### src/rtl/op_dmac_pkg.sv
// rtl/op_dmac_pkg.sv - shared state encoding, width default and latency for the dual MAC.
package op_dmac_pkg;

  localparam int DATA_W_DEF = 16;
  localparam int LAT = 2 * DATA_W_DEF + 1;

  typedef enum logic [2:0] {
    ST_IDLE = 3'd0,
    ST_MUL1 = 3'd1,
    ST_MUL2 = 3'd2,
    ST_ADD  = 3'd3,
    ST_DONE = 3'd4
  } state_t;

endpackage

### src/rtl/seq_mul_signed.sv
// rtl/seq_mul_signed.sv - signed shift-add multiplier, one partial product per cycle.
module seq_mul_signed #(
  parameter int DATA_W = 16
) (
  input  logic                       clk,
  input  logic                       rst,
  input  logic                       start,
  input  logic signed [DATA_W-1:0]   a,
  input  logic signed [DATA_W-1:0]   b,
  output logic                       busy,
  output logic                       done,
  output logic signed [2*DATA_W-1:0] product
);

  localparam int CW = $clog2(DATA_W);

  logic [CW-1:0]              cnt;
  logic [CW-1:0]              idx;
  logic signed [2*DATA_W-1:0] acc;
  logic signed [2*DATA_W-1:0] base;
  logic signed [2*DATA_W-1:0] pp;

  // Iteration 0 runs on the start edge itself, so the product is ready after exactly DATA_W edges.
  always_comb begin
    idx  = busy ? cnt : '0;
    base = busy ? acc : '0;
    pp   = b[idx] ? ({{DATA_W{a[DATA_W-1]}}, a} <<< idx) : '0;
    // The multiplier's top bit carries weight -2^(DATA_W-1), so its partial product is subtracted.
    product = (idx == CW'(DATA_W - 1)) ? (base - pp) : (base + pp);
    done    = busy && (cnt == CW'(DATA_W - 1));
  end

  always_ff @(posedge clk) begin
    if (!rst) begin
      acc  <= '0;
      cnt  <= '0;
      busy <= 1'b0;
    end else if (busy) begin
      acc <= product;
      if (done) begin
        busy <= 1'b0;
        cnt  <= '0;
      end else begin
        cnt <= cnt + CW'(1);
      end
    end else if (start) begin
      acc  <= product;
      cnt  <= CW'(1);
      busy <= 1'b1;
    end
  end

endmodule

### src/rtl/op_dual_mac16.sv
// rtl/op_dual_mac16.sv - sequential a*b + c*d with overflow flag and strobe/ack handshake.
// Define OP_DMAC_SAT_EN to saturate the result on overflow instead of wrapping.
module op_dual_mac16
  import op_dmac_pkg::*;
#(
  parameter int DATA_W = DATA_W_DEF
) (
  input  logic              clk,
  input  logic              rst,
  input  logic [DATA_W-1:0] input_a,
  input  logic [DATA_W-1:0] input_b,
  input  logic [DATA_W-1:0] input_c,
  input  logic [DATA_W-1:0] input_d,
  input  logic              in_stb,
  output logic              in_busy,
  output logic [DATA_W-1:0] result,
  output logic              ovf,
  output logic              out_stb,
  input  logic              out_ack
);

  localparam logic [2:0] IDLE = ST_IDLE;
  localparam logic [2:0] MUL1 = ST_MUL1;
  localparam logic [2:0] MUL2 = ST_MUL2;
  localparam logic [2:0] ADD  = ST_ADD;
  localparam logic [2:0] DONE = ST_DONE;

  logic [2:0]                 state;
  logic signed [DATA_W-1:0]   a_r, b_r, c_r, d_r;
  logic signed [DATA_W-1:0]   mul_a, mul_b;
  logic signed [2*DATA_W-1:0] p1, p2, mul_prod;
  logic signed [2*DATA_W:0]   sum;
  logic                       mul_start, mul_busy, mul_done;
  logic                       sum_ovf;
  logic [DATA_W-1:0]          sum_res;

  always_comb begin
    mul_a     = (state == MUL2) ? c_r : a_r;
    mul_b     = (state == MUL2) ? d_r : b_r;
    mul_start = ((state == MUL1) || (state == MUL2)) && !mul_busy;
    sum       = {p1[2*DATA_W-1], p1} + {p2[2*DATA_W-1], p2};
    // In range only when every bit from the sign down to bit DATA_W-1 agrees.
    sum_ovf   = !((&sum[2*DATA_W:DATA_W-1]) || !(|sum[2*DATA_W:DATA_W-1]));
`ifdef OP_DMAC_SAT_EN
    if (sum_ovf)
      sum_res = sum[2*DATA_W] ? {1'b1, {(DATA_W-1){1'b0}}} : {1'b0, {(DATA_W-1){1'b1}}};
    else
      sum_res = sum[DATA_W-1:0];
`else
    sum_res = sum[DATA_W-1:0];
`endif
  end

  seq_mul_signed #(.DATA_W(DATA_W)) u_mul (
    .clk     (clk),
    .rst     (rst),
    .start   (mul_start),
    .a       (mul_a),
    .b       (mul_b),
    .busy    (mul_busy),
    .done    (mul_done),
    .product (mul_prod)
  );

  always_ff @(posedge clk) begin
    if (!rst) begin
      state   <= IDLE;
      a_r     <= '0;
      b_r     <= '0;
      c_r     <= '0;
      d_r     <= '0;
      p1      <= '0;
      p2      <= '0;
      in_busy <= 1'b0;
      out_stb <= 1'b0;
      ovf     <= 1'b0;
      result  <= '0;
    end else begin
      case (state)
        IDLE: if (in_stb) begin
          a_r     <= input_a;
          b_r     <= input_b;
          c_r     <= input_c;
          d_r     <= input_d;
          in_busy <= 1'b1;
          state   <= MUL1;
        end
        MUL1: if (mul_done) begin
          p1    <= mul_prod;
          state <= MUL2;
        end
        MUL2: if (mul_done) begin
          p2    <= mul_prod;
          state <= ADD;
        end
        ADD: begin
          result  <= sum_res;
          ovf     <= sum_ovf;
          out_stb <= 1'b1;
          state   <= DONE;
        end
        DONE: if (out_ack) begin
          out_stb <= 1'b0;
          in_busy <= 1'b0;
          state   <= IDLE;
        end
        default: state <= IDLE;
      endcase
    end
  end

endmodule

### config.mk
export PLATFORM = sky130hd
export DESIGN_NAME = op_dual_mac16
export DESIGN_NICKNAME = d
export VERILOG_FILES = /design/src/rtl/op_dmac_pkg.sv /design/src/rtl/seq_mul_signed.sv /design/src/rtl/op_dual_mac16.sv
export SDC_FILE = /design/constraint.sdc
export NUM_CORES = 1
export LEC_CHECK = 0
export ABC_AREA = 1
export CORE_AREA = 5 5 227 207
export CTS_CLUSTER_DIAMETER = 50
export DETAILED_ROUTE_END_ITERATION = 8
export DIE_AREA = 0 0 232 212
export MAX_ROUTING_LAYER = met4
export PLACE_DENSITY = 0.57
export SKIP_CTS_REPAIR_TIMING = 1
export SYNTH_ARGS = -nofsm -noshare
export SYNTH_HDL_FRONTEND = slang
export SYNTH_SLANG_ARGS = --single-unit
### constraint.sdc
create_clock -name clk -period 10.43 [get_ports clk]
set_input_delay 2.086 -clock clk [delete_from_list [all_inputs] [get_ports clk]]
set_output_delay 2.086 -clock clk [all_outputs]
set_load 0.005 [all_outputs]
### Word-level counts from Yosys, hierarchy flattened

Cells that the tools add are included.

| cells by class | value |
|---|---|
| $add $sub $neg | 4 |
| multiply operators | 0 |
| divide/modulo/power cells | 0 |
| $lt $le $gt $ge | 1 |
| eq/ne operators | 10 |
| shift-type cells | 1 |
| muxes and demuxes | 25 |
| bitwise logic cells | 0 |
| reduce and logical (&&, ||, !) cells | 19 |

Operators by type and width:

| cell | number |
|---|---|
| two-way mux 32 bit | 5 |
| adder 32 x 32 -> 33 bit | 1 |
| adder 32 bit | 1 |
| two-way mux 16 bit | 2 |
| <<< shifter 32 x 4 -> 32 bit | 1 |
| subtractor 32 bit | 1 |
| AND reduction 18 bit | 1 |
| OR reduction 18 bit | 1 |
| two-way mux 4 bit | 4 |
| case mux 3 bit (5 select lines) | 1 |
| two-way mux 3 bit | 4 |
| equality test 4 bit, second input constant | 2 |
| != test 2 bit, second input constant | 4 |
| AND reduction 2 bit | 4 |
| equality test 3 x 2 -> 1 bit, second input constant | 2 |
| two-way mux 1 bit | 6 |
| nonzero test 2 bit | 3 |
| less-than comparator 4 x 5 -> 1 bit, second input constant | 1 |
| adder 4 x 1 -> 4 bit, second input constant | 1 |
| binary-select mux 1 bit (select 4 bit) | 1 |
| case mux 1 bit (2 select lines) | 2 |
| AND reduction 4 bit | 1 |
| equality test 3 x 1 -> 1 bit, second input constant | 1 |
| equality test 3 bit, second input constant | 1 |
| 5 further kinds | 9 |

| word-level totals | value |
|---|---|
| register bits after elaboration | 187 |
| latch bits | 0 |
| memory bits (writable) | 0 |
| ROM bits | 0 |
| input port bits | 68 |
| output and inout bits | 19 |
| logic and storage cells | 74 |
| memories kept | 0 |

### Depth between registers and ports, before layout

| logic depth | value |
|---|---|
| word-level depth | 9 |
| depth in mapped cells | 36 |

### By module

From an unflattened synthesis, not the netlist that was laid out.

| second synthesis, totals | value |
|---|---|
| cells, all modules | 2283 |
| area, all modules | 13932.1 sq um |

Modules (own cells, without submodules):

| module | times used | cells each | area an instance (sq um) | sequential area each (sq um) |
|---|---|---|---|---|
| op_dual_mac16 | 1 | 1331 | 8411.8 | 3002.9 |
| seq_mul_signed | 1 | 952 | 5520.3 | 740.7 |

### Least setup slack after synthesis

No wires, ideal clock.

| timing path | value |
|---|---|
| kind | reg-to-reg |
| start | register state[2] |
| end | register p1[24] |
| library setup time | 109 ps |
| arrival time | 3858 ps |
| slack | 6463 ps |
| stages on the path, launching flop included | 29 |
| path buffers | 1 |
| clock period less this slack | 3967 ps |
| cell sequence | dfxtp_1 > nor2_4 > buf_2 > nand3_1 > nand3_1 > nand3_1 > nand3_1 > nand3_2 > inv_2 > nand2_1 > ha_1 > inv_1 > nor2_2 > nor2_1 > xor2_1 > ha_1 > nand2_1 > inv_1 > a21boi_1 > o21ai_0 > a21boi_0 > o21ai_1 > a21boi_0 > o21ai_1 > a21oi_1 > or2_1 > nand3_1 > nand2_1 > inv_1 |

| between the ends | value |
|---|---|
| word-level cells in the longest chain between the ends | 7 |
| elaborated cells on any way between the ends | 12 |
| classes of those cells | 2 x add/sub; 2 x eq/ne; 1 x shift; 6 x mux; 1 x reduce/logical |

Ends and longest elaborated chain:

| item | RTL line | RTL |
|---|---|---|
| start, declared | op_dual_mac16.sv:28 | `logic [2:0] state;` |
| start signal, assigned | op_dual_mac16.sv:67 | `state <= IDLE;` |
| start signal, assigned | op_dual_mac16.sv:86 | `state <= MUL1;` |
| start signal, assigned | op_dual_mac16.sv:90 | `state <= MUL2;` |
| equality test 3 x 2 -> 1 bit | op_dual_mac16.sv:38, op_dual_mac16.sv:39 |  |
| two-way mux 16 bit | op_dual_mac16.sv:39 | `mul_b = (state == MUL2) ? d_r : b_r;` |
| binary-select mux 1 bit (select 4 bit) | seq_mul_signed.sv:27 | `pp = b[idx] ? ({{DATA_W{a[DATA_W-1]}}, a} <<< idx) : '0;` |
| two-way mux 1 bit (not written as such) | seq_mul_signed.sv:27 |  |
| two-way mux 32 bit | seq_mul_signed.sv:27 |  |
| adder 32 bit or subtractor 32 bit (tied branches) | seq_mul_signed.sv:29 | `product = (idx == CW'(DATA_W - 1)) ? (base - pp) : (base + pp);` |
| two-way mux 32 bit | seq_mul_signed.sv:29 |  |
| end signal, assigned | op_dual_mac16.sv:89 | `p1 <= mul_prod;` |
| end, declared | op_dual_mac16.sv:31 | `logic signed [2*DATA_W-1:0] p1, p2, mul_prod;` |

Several ways; a longest one is shown, not always the timed one. The select of a mux whose other input is x is not followed.
A chain may end at the register's enable or synchronous reset.

### Worst setup path after layout

| timing path | value |
|---|---|
| start | register state[2] |
| end | register p2[21] |

| between the ends | value |
|---|---|
| word-level cells in the longest chain between the ends | 7 |
| elaborated cells on any way between the ends | 11 |
| classes of those cells | 2 x add/sub; 1 x eq/ne; 1 x shift; 6 x mux; 1 x reduce/logical |

Ends and longest elaborated chain:

| item | RTL line | RTL |
|---|---|---|
| equality test 3 x 2 -> 1 bit (*) | op_dual_mac16.sv:38, op_dual_mac16.sv:39, op_dual_mac16.sv:79 |  |
| two-way mux 16 bit | op_dual_mac16.sv:39 |  |
| binary-select mux 1 bit (select 4 bit) | seq_mul_signed.sv:27 |  |
| two-way mux 1 bit (not written as such) | seq_mul_signed.sv:27 |  |
| two-way mux 32 bit | seq_mul_signed.sv:27 |  |
| adder 32 bit or subtractor 32 bit (tied branches) | seq_mul_signed.sv:29 |  |
| two-way mux 32 bit | seq_mul_signed.sv:29 |  |
| end signal, assigned | op_dual_mac16.sv:93 | `p2 <= mul_prod;` |
| end, declared | op_dual_mac16.sv:31 |  |

Every way passes the cells marked *; elsewhere a longest branch is shown, timed or not. The select of a mux whose other input is x is not followed.

==> impl_metrics.yaml <==
cells_and_area:
  final_common_cell: "nand2_1"
  fill_cells: 4917
  num_antenna_cells: 0
  synthToLayoutAreaGrowth_pct: 14.6
  final_util_pct: 33.8
  mostFrequentLayoutCells: "nand2_1 (346), inv_1 (298), nand3_1 (244)"
  drive_gt1_share_pct: 4.22
  final_net_count: 2230
  seq_area_um2: 3740
  multi_input_area_um2: 7880
worst_setup_path:
  r2r_cells: 26
  r2r_end: "p2[21]$_SDFFE_PN0P_"
  required_ns: 10.79
  critPathCaptureType: "register"
  r2r_slack_ns: 4.34
  crit_type: "register to register"
  worst_r2r_startpoint: "state[2]$_SDFFE_PN0P_"
  crit_fanout: 39
  worstPathArrival_ns: 6.45
  critical_path.startpoint_type: "register"
synth:
  yosysWarnings: 0
  synthesis.nets: 2204
  ys_top_cells_by_area: "dfxtp_1 (28%), nand2_1 (9.9%), nand3_1 (9.3%)"
  synth-main-ff-cell: "dfxtp_1"
  synth-edff-count: 0
  syn-cell-area_um2: 13100
  syn_area_per_cell_um2: 6.35
  yosysSeqAreaShare_pct: 28.5
  async_flop_share_pct: 0
  synth_top_area_cell: "dfxtp_1"
  yosysTopAreaCellShare_pct: 28.5
  synthDistinctLibCells: 47
  synth_seq_cells: 187
  syn_inst: 2069
clock_tree:
  clock_latency_ns: 0.47
  worst_setup_hold_path_clk_slew_ns: 0.08
  cts.sinks: 187
  clock-root-buffer: "clkbuf_16"
  htree_levels: 4
  cts_inserted_buffers: 17
  cts_tree: "built"
  clock_path_buffers: 2
job:
  maxCapViolations: 0
sta:
  fin_ws_ns: 4.34
  slew_headroom_pct: 20.5
  setup_violations: 0
  hold_violations: 0
  fmax_ghz: 0.164
  worstMarginPinSlew_ns: 1.19
  fin_crit_sh_pct: 58.4
  fin_setup_tns_ns: 0
  fin_skew_ns: 0.0168
  slew_viol_final: 0
  rsz0062_at_grt: "no"
  fin_crit_ns: 6.09
hold_path:
  hp-start: "a_r[2]$_SDFFE_PN0P_"
  hold_path.class: "register to register"
  min_to: "a_r[2]$_SDFFE_PN0P_"
  whs_path_depth: 2
routing:
  dr.first_iter.drc_count: 1046
  via_count: 13200
  drt_first_pass_iters: 5
  avgRoutedWirePerCell_um: 14.2
  finalWirelength_mm: 38.4
  viasPerCell: 4.85
  drc: 0
  ant_nets: 0
floorplan:
  dieArea_um2: 49200
  row_count: 74
  start_util_pct: 29.5
  chipHeight_um: 212
  core-area_um2: 44600
  io_pins: 87
  die_w_um: 232
global_route:
  overflow: 0
  grt_pass1_wl_mm: 63.7
  grt_pass1_vias: 12600
  track_usage_pct: 16.1
  grt_max_degree: 130
  grt_util_met1_pct: 22.0
  antenna_found_initial: 0
  met2_usage_pct: 25.1
  grt-busiest-layer: "met2"
  grt_use_met3_pct: 2.35
place:
  place_ws_ns: 4.38
  routabilityCongestion: 0.926
  place.port_buffers: 86
  post-dp-hpwl_mm: 29.6
power:
  p_total_mw: 4.87
  ir_drop_v: 0.000184
  pwr_density_cell_nw_per_um2: 323
  power.leakage_nw: 7.44
status:
  run_status: "finished, final reports clean"
critical path, cell delays in order (launching register included):
cell and delay (ns):
dfxtp_1 0.38, nor2_4 0.71, nand2_2 0.68, nand2_1 0.21, nand3_1 0.17, nand3_1 0.12, nand3_1 0.13, nand3_2 0.19
nand2_4 0.21, nand2_2 0.16, nand2_1 0.09, nor2_2 0.15, nor2_1 0.07, xor2_1 0.14, ha_1 0.33, a21oi_1 0.14
a21boi_1 0.25, o21ai_0 0.15, a21boi_0 0.40, o21ai_1 0.24, a21oi_1 0.26, o21ai_1 0.13, a21oi_1 0.24, or2_1 0.21
nand3_1 0.09, nand2_1 0.09, inv_1 0.03
state kept, by name, indices dropped and copies added (netlist names), 3 cells and up:
signal / cells
p1: 32
p2: 32
u_mul.acc: 32
a_r: 16
b_r: 16
c_r: 16
d_r: 16
result: 16
u_mul.cnt: 4
state: 3
cell type report:
| cell class | instances | area share, % |
|---|---|---|
| Multi-Input combinational cell | 1487 | 52.3 |
| Sequential cell | 187 | 24.8 |
| Inverter | 306 | 7.63 |
| Timing Repair Buffer | 96 | 6.18 |
| Tap cell | 608 | 5.05 |
| Clock buffer | 18 | 2.85 |
| Clock inverter | 14 | 1.13 |
worst max-delay path by stage:
stage                                     start             endpoint  slack (ns)
after floorplan           state[2]$_SDFFE_PN0P_  p1[24]$_SDFFE_PN0P_        6.46
final                     state[2]$_SDFFE_PN0P_  p2[21]$_SDFFE_PN0P_        4.34
after CTS                 state[2]$_SDFFE_PN0P_  p2[21]$_SDFFE_PN0P_        4.36
after global routing      state[2]$_SDFFE_PN0P_  p2[31]$_SDFFE_PN0P_        3.73
after detailed placement  state[2]$_SDFFE_PN0P_  p2[21]$_SDFFE_PN0P_        4.38
after global placement    state[2]$_SDFFE_PN0P_  p2[29]$_SDFFE_PN0P_        4.49
Yosys cell counts, types with 12 or more instances:
cell type,instances
clkbuf_1,53
nand3_1,245
nor3_1,18
ha_1,65
xor2_1,49
o211ai_1,31
buf_2,12
xnor2_1,25
nand2_2,13
a21oi_1,176
nand4_1,13
nand2_1,346
nor2_1,236
buf_1,15
o21ai_0,179
dfxtp_1,187
inv_1,298
cells by family after synthesis:
group / share of synthesized area (%)
xor+xnor: 4.93
flops: 28.5
compound gates: 18.1
fa+ha+maj: 6.49
buf+inv: 11.8
simple gates: 30.2
layer usage:
| layer | routed length (um) | vias to the layer above |
|---|---|---|
| met3 | 1350 | 42 |
| met1 | 19200 | 6038 |
| met4 | 709 | 0 |
| met2 | 17100 | 274 |
| li1 | - | 6807 |
| met5 | 0 | - |
per-stage QoR:
step	cell area [um^2]	hold WS [ns]	std cells
6_report	15100	0.450	2716
5_1_grt	15100	0.468	2716
4_1_cts	15100	0.450	2716
3_5_place_dp	14500	0.438	2684
3_3_place_gp	14500	0.436	2684
2_1_floorplan	13100	0.424	2069
power breakdown:
group / internal, mW / switching (mW)
Clock: 0.345 / 0.341
Sequential: 0.865 / 0.0703
Combinational: 1.04 / 2.21
(Power assumes the default switching activity.)
